`config.mk`:
```
export PLATFORM = sky130hd
export DESIGN_NAME = decodificador_pwm_servo
export DESIGN_NICKNAME = d
export VERILOG_FILES = /design/src/rtl/decodificador_pwm_servo.sv
export SDC_FILE = /design/constraint.sdc
export NUM_CORES = 1
export LEC_CHECK = 0
export ABC_AREA = 1
export BUFFER_PORTS_ARGS = -buffer_cell sky130_fd_sc_hd__buf_4
export CORE_ASPECT_RATIO = 0.8
export CORE_UTILIZATION = 60
export CTS_BUF_LIST = sky130_fd_sc_hd__clkbuf_4
export CTS_CLUSTER_SIZE = 14
export DETAILED_ROUTE_END_ITERATION = 10
export PLACE_DENSITY = 0.79
export SYNTH_ARGS = -nofsm -noshare
export SYNTH_HDL_FRONTEND = slang
export SYNTH_SLANG_ARGS = --single-unit
```
`constraint.sdc`:
```
create_clock -name clock -period 5.6 [get_ports clock]
set_clock_uncertainty 0.05 [all_clocks]
set_input_delay 0.84 -clock clock [delete_from_list [all_inputs] [get_ports clock]]
set_output_delay 0.84 -clock clock [all_outputs]
set_load 0.005 [all_outputs]
```
`src/rtl/decodificador_pwm_servo.sv`:
```
// Servo PWM receiver: measures each high pulse in clock cycles, decodes it to a
// 3-bit position, and flags malformed pulses and loss of signal.
module decodificador_pwm_servo #(
  parameter int N           = 21,
  parameter int LARGURA_MIN = 50_000,
  parameter int PASSO       = 7_143,
  parameter int TIMEOUT     = 2_000_000
) (
  input  logic         clock,
  input  logic         reset,
  input  logic         pwm,
  output logic [2:0]   posicao,
  output logic [N-1:0] largura,
  output logic         valido,
  output logic         erro,
  output logic         sem_sinal,
  output logic [3:0]   db_estado
);

  localparam int LIMITE = LARGURA_MIN + 8 * PASSO;
  localparam logic [N-1:0] LIMITE_N    = N'(LIMITE);
  localparam logic [N-1:0] MINIMO_N    = N'(LARGURA_MIN / 2);
  localparam logic [N-1:0] TIMEOUT_N   = N'(TIMEOUT);

  typedef enum logic [1:0] {
    ESPERA_BAIXO  = 2'd0,
    ESPERA_SUBIDA = 2'd1,
    MEDE_ALTO     = 2'd2,
    REGISTRA      = 2'd3
  } estado_t;

  estado_t estado, prox_estado;

  logic         sync_a, sync_b, prev;
  logic         subida, descida;
  logic [N-1:0] cnt_largura;
  logic [N-1:0] cnt_timeout;
  logic         aceito;
  logic         aceita;
  logic [2:0]   pos_calc;

  // Synchronizer and history reset high so that a pulse already in progress
  // at reset release can never look like a fresh rising edge.
  always_ff @(posedge clock or posedge reset) begin
    if (reset) begin
      sync_a <= 1'b1;
      sync_b <= 1'b1;
      prev   <= 1'b1;
    end else begin
      sync_a <= pwm;
      sync_b <= sync_a;
      prev   <= sync_b;
    end
  end

  assign subida  = sync_b & ~prev;
  assign descida = ~sync_b & prev;

  always_comb begin
    pos_calc = 3'd0;
    for (int j = 1; j <= 7; j++) begin
      if (cnt_largura >= N'(LARGURA_MIN + j * PASSO - PASSO / 2))
        pos_calc = pos_calc + 3'd1;
    end
  end

  assign aceita = (cnt_largura >= MINIMO_N) && (cnt_largura <= LIMITE_N);

  always_ff @(posedge clock or posedge reset) begin
    if (reset) begin
      estado <= ESPERA_BAIXO;
    end else begin
      estado <= prox_estado;
    end
  end

  always_comb begin
    prox_estado = estado;
    valido      = 1'b0;
    erro        = 1'b0;
    case (estado)
      ESPERA_BAIXO:  if (!sync_b) prox_estado = ESPERA_SUBIDA;
      ESPERA_SUBIDA: if (subida) prox_estado = MEDE_ALTO;
      MEDE_ALTO: begin
        if (descida) begin
          prox_estado = REGISTRA;
        end else if (sync_b && (cnt_largura > LIMITE_N)) begin
          erro        = 1'b1;
          prox_estado = ESPERA_BAIXO;
        end
      end
      REGISTRA: begin
        valido      = aceito;
        erro        = ~aceito;
        prox_estado = ESPERA_SUBIDA;
      end
      default: prox_estado = ESPERA_BAIXO;
    endcase
  end

  always_ff @(posedge clock or posedge reset) begin
    if (reset) begin
      cnt_largura <= '0;
      aceito      <= 1'b0;
      largura     <= '0;
      posicao     <= 3'd0;
    end else begin
      case (estado)
        ESPERA_SUBIDA: if (subida) cnt_largura <= N'(1);
        MEDE_ALTO: begin
          if (descida) begin
            aceito <= aceita;
            if (aceita) begin
              largura <= cnt_largura;
              posicao <= pos_calc;
            end
          end else if (sync_b) begin
            cnt_largura <= cnt_largura + N'(1);
          end
        end
        default: ;
      endcase
    end
  end

  // Saturating loss-of-signal counter, independent of the FSM.
  always_ff @(posedge clock or posedge reset) begin
    if (reset) begin
      cnt_timeout <= '0;
    end else if (subida) begin
      cnt_timeout <= '0;
    end else if (cnt_timeout != TIMEOUT_N) begin
      cnt_timeout <= cnt_timeout + N'(1);
    end
  end

  assign sem_sinal = (cnt_timeout == TIMEOUT_N) && !subida;
  assign db_estado = {2'b00, estado};

endmodule
```
Word-level counts from Yosys, hierarchy flattened

Index checks and enable logic that the tools add are counted.

$add $sub $neg: 8
Multipliers: 0
Divide/modulo/power cells: 0
Magnitude comparators: 10
Equality and inequality tests: 10
Shift-type cells: 0
Mux-type cells: 22
Bitwise operators: 5
Reductions and logical operators: 11

Operators by type and width:

| cell                    | count |
|---|---|
| $ge A21 B17 Y1 const B  | 5 |
| $mux W21                | 5 |
| $add A21 B1 Y21 const B | 2 |
| $ge A21 B16 Y1 const B  | 2 |
| $pmux W21 S2            | 1 |
| $eq A21 B21 Y1 const B  | 1 |
| $ge A21 B15 Y1 const B  | 1 |
| $gt A21 B17 Y1 const B  | 1 |
| $le A21 B17 Y1 const B  | 1 |
| $ne A21 B21 Y1 const B  | 1 |
| $add A3 B1 Y3 const B   | 6 |
| $mux W3                 | 6 |
| $mux W2                 | 4 |
| $ne A2 B2 Y1 const B    | 4 |
| $pmux W2 S4             | 1 |
| $reduce_and A3 Y1       | 2 |
| $eq A2 B2 Y1 const B    | 2 |
| $mux W1                 | 4 |
| $reduce_and A4 Y1       | 1 |
| $reduce_bool A2 Y1      | 2 |
| $logic_and A1 B1 Y1     | 3 |
| $ne A3 B3 Y1 const B    | 1 |
| $not A1 Y1              | 3 |
| $and A1 B1 Y1           | 2 |
| other kinds (5)         | 5 |

Flip-flop bits (word level): 72
Latch bits: 0
Bits in writable memories: 0
Memory bits (read-only): 0
Word-level logic and storage cells: 75
Memories kept: 0

Logic depth before layout (Yosys ltp)

Depth after elaboration: 14
Gate-level depth with buffers: 33

Worst setup path before layout

No wires, ideal clock.

Path type: register to register
Start point: register cnt_largura[6]
End point: register posicao[2]
Setup time: 0.117 ns
Data arrival time: 3.824 ns
Data required time: 5.433 ns
Slack: 1.609 ns
Cell stages (with the launch flop): 34
Path buffers: 1
Clock period less this slack: 3.991 ns
Cell sequence: dfrtp_1 buf_2 nor2_1 inv_1 nor3_1 o21ai_0 nand4_1 nand3_1 a221oi_1 ha_1 inv_1 nand4_1 nand2_2 inv_1 ha_1 inv_1 nand2_1 nand2_1 inv_1 nand2_1 nand3_1 and2_1 ha_1 nand2_1 nand2_1 ha_1 nand2_1 nand3_1 nand2_1 nand2_1 nand2_1 nand2_1 nand3_1 nand2_1

Cells in the longest elaborated chain, start to end: 14

Ends and longest elaborated chain:

| item                   | line | source |
|---|---|---|
| start, declared        | 36   | `logic [N-1:0] cnt_largura;` |
| start signal, assigned | 118  | `cnt_largura <= cnt_largura + N'(1);` |
| $ge A21 B16 Y1         | 62   | `if (cnt_largura >= N'(LARGURA_MIN + j * PASSO - PASSO / 2))` |
| $mux W1                | 62   |  |
| $add A3 B1 Y3          | 63   | `pos_calc = pos_calc + 3'd1;` |
| $mux W3                | 62   |  |
| $add A3 B1 Y3          | 63   |  |
| $mux W3                | 62   |  |
| $add A3 B1 Y3          | 63   |  |
| $mux W3                | 62   |  |
| $add A3 B1 Y3          | 63   |  |
| $mux W3                | 62   |  |
| $add A3 B1 Y3          | 63   |  |
| $mux W3                | 62   |  |
| $add A3 B1 Y3          | 63   |  |
| $mux W3                | 62   |  |
| end signal, assigned   | 115  | `posicao <= pos_calc;` |
| end, declared          | 12   | `output logic [2:0] posicao,` |

Parallel ways exist; a longest one is shown, timed or not.
A chain may end at the register's enable or synchronous reset.

Final worst setup path

Ends and elaborated chain as after synthesis.

==> results by group <==
Critical path
  – Worst setup SP type: flip-flop
  – CP Class: reg -> reg
  – Critical path fanouts, max: 8
  – Reg2Reg Launch Point: cnt_largura[6]$_DFFE_PP0P_
  – Arrival @ worst endpoint: 4.84 ns
  – Critical path capture point type: flip-flop
  – CP max-delay cell: a221oi_1
  – FF-to-FF End: posicao[2]$_DFFE_PP0P_
  – Crit path largest cell delay: 0.50 ns
  – R2R depth: 32
  – Reg2Reg Setup Slack: 1.06 ns
  – Worst path required time: 5.90 ns
  – Critical Path Most Common Cell: nand2_1

Route
  – Drt pass-1 iters: 6
  – DRC errors left: 0
  – WL final: 11300 um
  – Routed len/inst: 14.9 um
  – Initial DRC count: 401
  – DR vias: 4231
  – Vias per std cell: 5.60
  – Final antenna-violating net count: 0

Global route
  – Vias in the first global route: 3961
  – Initial antenna violation count: 0
  – Largest net degree at the start of global routing: 61
  – All-Layer GR Usage: 30.7%
  – First-pass GRT wire length: 19200 um
  – Overflow after GRT: 0

STA
  – Fin crit period: 4.54 ns
  – Fin crit share: 81.1%
  – Setup TNS: 0 ns
  – RSZ-0062 raised after global routing: no
  – F_max: 220 MHz
  – Slew @ Worst Pin: 0.801 ns
  – Final Max Tran Viols: 0
  – Hold Vio Cnt, Final: 0
  – Endpoints failing setup: 0
  – Slew headroom: 46.3%

CTS
  – CTS Hold Bufs: 0
  – Clock tree buffer depth: 2
  – Clock net sink count: 72
  – Resize count post-CTS: 0
  – Clock Pin Slew Worst Setup and Hold Paths: 0.12 ns
  – H-tree Lvls: 3
  – CTS root buffer: clkbuf_4
  – Clk Latency, worst-skew pair: 0.44 ns
  – TritonCTS buffer count: 9
  – Post-CTS setup repair buffer count: 0
  – CTS tree: built

Run status
  – Status: finished clean

Layout
  – Fillers: 627
  – # diodes: 0
  – Register Area: 1810 sq um
  – Area growth from synthesis to layout: 10.0%
  – Fin util: 68.3%
  – Area of the multi-input gates: 2360 sq um
  – Share of cells above drive strength 1: 18.0%
  – Nets: 664

Pwr
  – Lkg Pwr: 2.54 nW
  – PD cells: 251 nW/um^2
  – Worst vdd ir: 0.000299 V

Floorplan
  – Starting Density: 62.1%
  – Row count: 28
  – # IOs: 34
  – Die height: 80.4 um
  – Chip width: 100 um
  – Die footprint: 8050 sq um
  – Core footprint: 7430 sq um

Synthesis
  – Synthesized instance count: 615
  – Syn avg cell area: 7.50 sq um
  – Yosys synthesis warning count: 0
  – Yosys cell types: 49
  – Sequential area share after synthesis: 39.1%
  – #FFs+latches synth: 72
  – Mapped cell area: 4610 sq um

Run
  – Max-Cap Viols: 0

Placement
  – GPL Wtd Cong: 0.980
  – Detailed Place HPWL: 8460 um
  – PortBufs: 31

Worst hold path
  – Hold Path Class: in -> async
[critical path, delay by kind of cell, from the launching register on]
family	cells	cell delay [ns]
AO/OA/AOI/OAI	2	0.61
flip-flops	1	0.48
AND/OR/NAND/NOR	21	1.87
adder cells (fa/ha/maj)	4	1.16
buffers and inverters	5	0.30
[logic make-up (layout without fill, tap and decap cells)]
kind of cell | count (synthesis) | in the layout | synth area share [%]
simple gates | 321 | 321 | 35.2
buf+inv | 112 | 146 | 9.73
compound gates | 90 | 90 | 11.0
flops | 72 | 72 | 39.1
fa+ha+maj | 16 | 16 | 4.34
xor+xnor | 3 | 3 | 0.570
other cells | 1 | 2 | 0.0813
[cell usage after synthesis (all sizes together)]
library cell,count,area [sq um]
a21oi,29,156
nand2,138,573
dfrtp,69,1730
a211oi,3,22.5
clkbuf,3,12.5
nor3,27,176
o22ai,1,6.26
nand3,54,290
xnor2,1,8.76
and2,1,6.26
a31oi,4,25.0
a2111oi,2,23.8
clkinv,1,3.75
nand4,15,109
inv,96,363
or2,1,6.26
o31ai,1,7.51
o311ai,1,8.76
buf,12,70.1
nor2,71,365
xor2,2,17.5
nand3b,2,15.0
and3,1,6.26
o21ai,47,239
nor4,10,68.8
dfstp,3,78.8
conb,1,3.75
ha,16,200
a221oi,1,8.76
nor3b,1,7.51
o21a,1,7.51
[worst max-delay path by stage]
stage	startpoint	end	slack [ns]	cells past startpoint
3_5_place_dp	cnt_largura[6]$_DFFE_PP0P_	posicao[2]$_DFFE_PP0P_	1.13	32
6_report	cnt_largura[6]$_DFFE_PP0P_	posicao[2]$_DFFE_PP0P_	1.06	32
4_1_cts	cnt_largura[6]$_DFFE_PP0P_	posicao[2]$_DFFE_PP0P_	1.11	32
3_3_place_gp	cnt_largura[6]$_DFFE_PP0P_	posicao[2]$_DFFE_PP0P_	1.33	32
2_1_floorplan	cnt_largura[6]$_DFFE_PP0P_	posicao[2]$_DFFE_PP0P_	1.61	33
5_1_grt	cnt_largura[6]$_DFFE_PP0P_	posicao[2]$_DFFE_PP0P_	0.49	32
[state kept, by name, indices dropped and copies added, names as in the netlist]
register and flops:
aceito 1, prev 1, sync_b 1, posicao 3, cnt_timeout 21, cnt_largura 21, sync_a 1, estado 2
largura 21
[report_power, final]
part	leakage (nW)	internal [mW]	switching (mW)
registers	0.984	0.548	0.0316
logic	1.47	0.0951	0.224
clock network	0.0839	0.181	0.196
total	2.54	0.824	0.451
[metrics by stage]
stage	instances	instance area [sq um]	worst slack, ns	hold slack [ns]	total power [mW]
3_3_place_gp	739	4910	1.33	0.298	0.893
2_1_floorplan	616	4620	1.61	0.295	0.810
4_1_cts	755	5080	1.11	0.257	1.28
3_5_place_dp	739	4910	1.13	0.299	0.904
5_1_grt	755	5080	0.492	0.250	1.35
6_report	755	5080	1.06	0.268	1.28
[metal layers]
| metal | vias to the layer above | share of wire, % | GRT usage, % |
|---|---|---|---|
| met5 | - | 0 | 0 |
| met4 | 0 | 1.7 | 8.70 |
| met3 | 24 | 7.9 | 8.79 |
| met2 | 180 | 43 | 45.4 |
| met1 | 1956 | 47 | 43.5 |
| li1 | 2071 | - | - |
[final cells by class]
cell class | count | area share [%]
Timing Repair Buffer | 33 | 4.88
Inverter | 97 | 7.22
Tap cell | 105 | 2.59
Clock inverter | 7 | 1.85
Multi-Input combinational cell | 432 | 46.6
Sequential cell | 72 | 35.6
Clock buffer | 9 | 1.33
[placed cells by master, fill, tap and decap left out, types with 4 or more instances in the layout]
cell	count
nand2_1	122
inv_1	83
dfrtp_1	69
nor2_1	53
nand3_1	50
o21ai_0	44
buf_4	33
a21oi_1	26
nor3_1	20
ha_1	16
nand4_1	14
nand2_2	13
inv_2	12
nor2_2	9
nor4_1	9
clkbuf_4	9
nor2_4	8
nor3_2	6
a31oi_1	4
nand3_2	4
(Power assumes the default switching activity.)
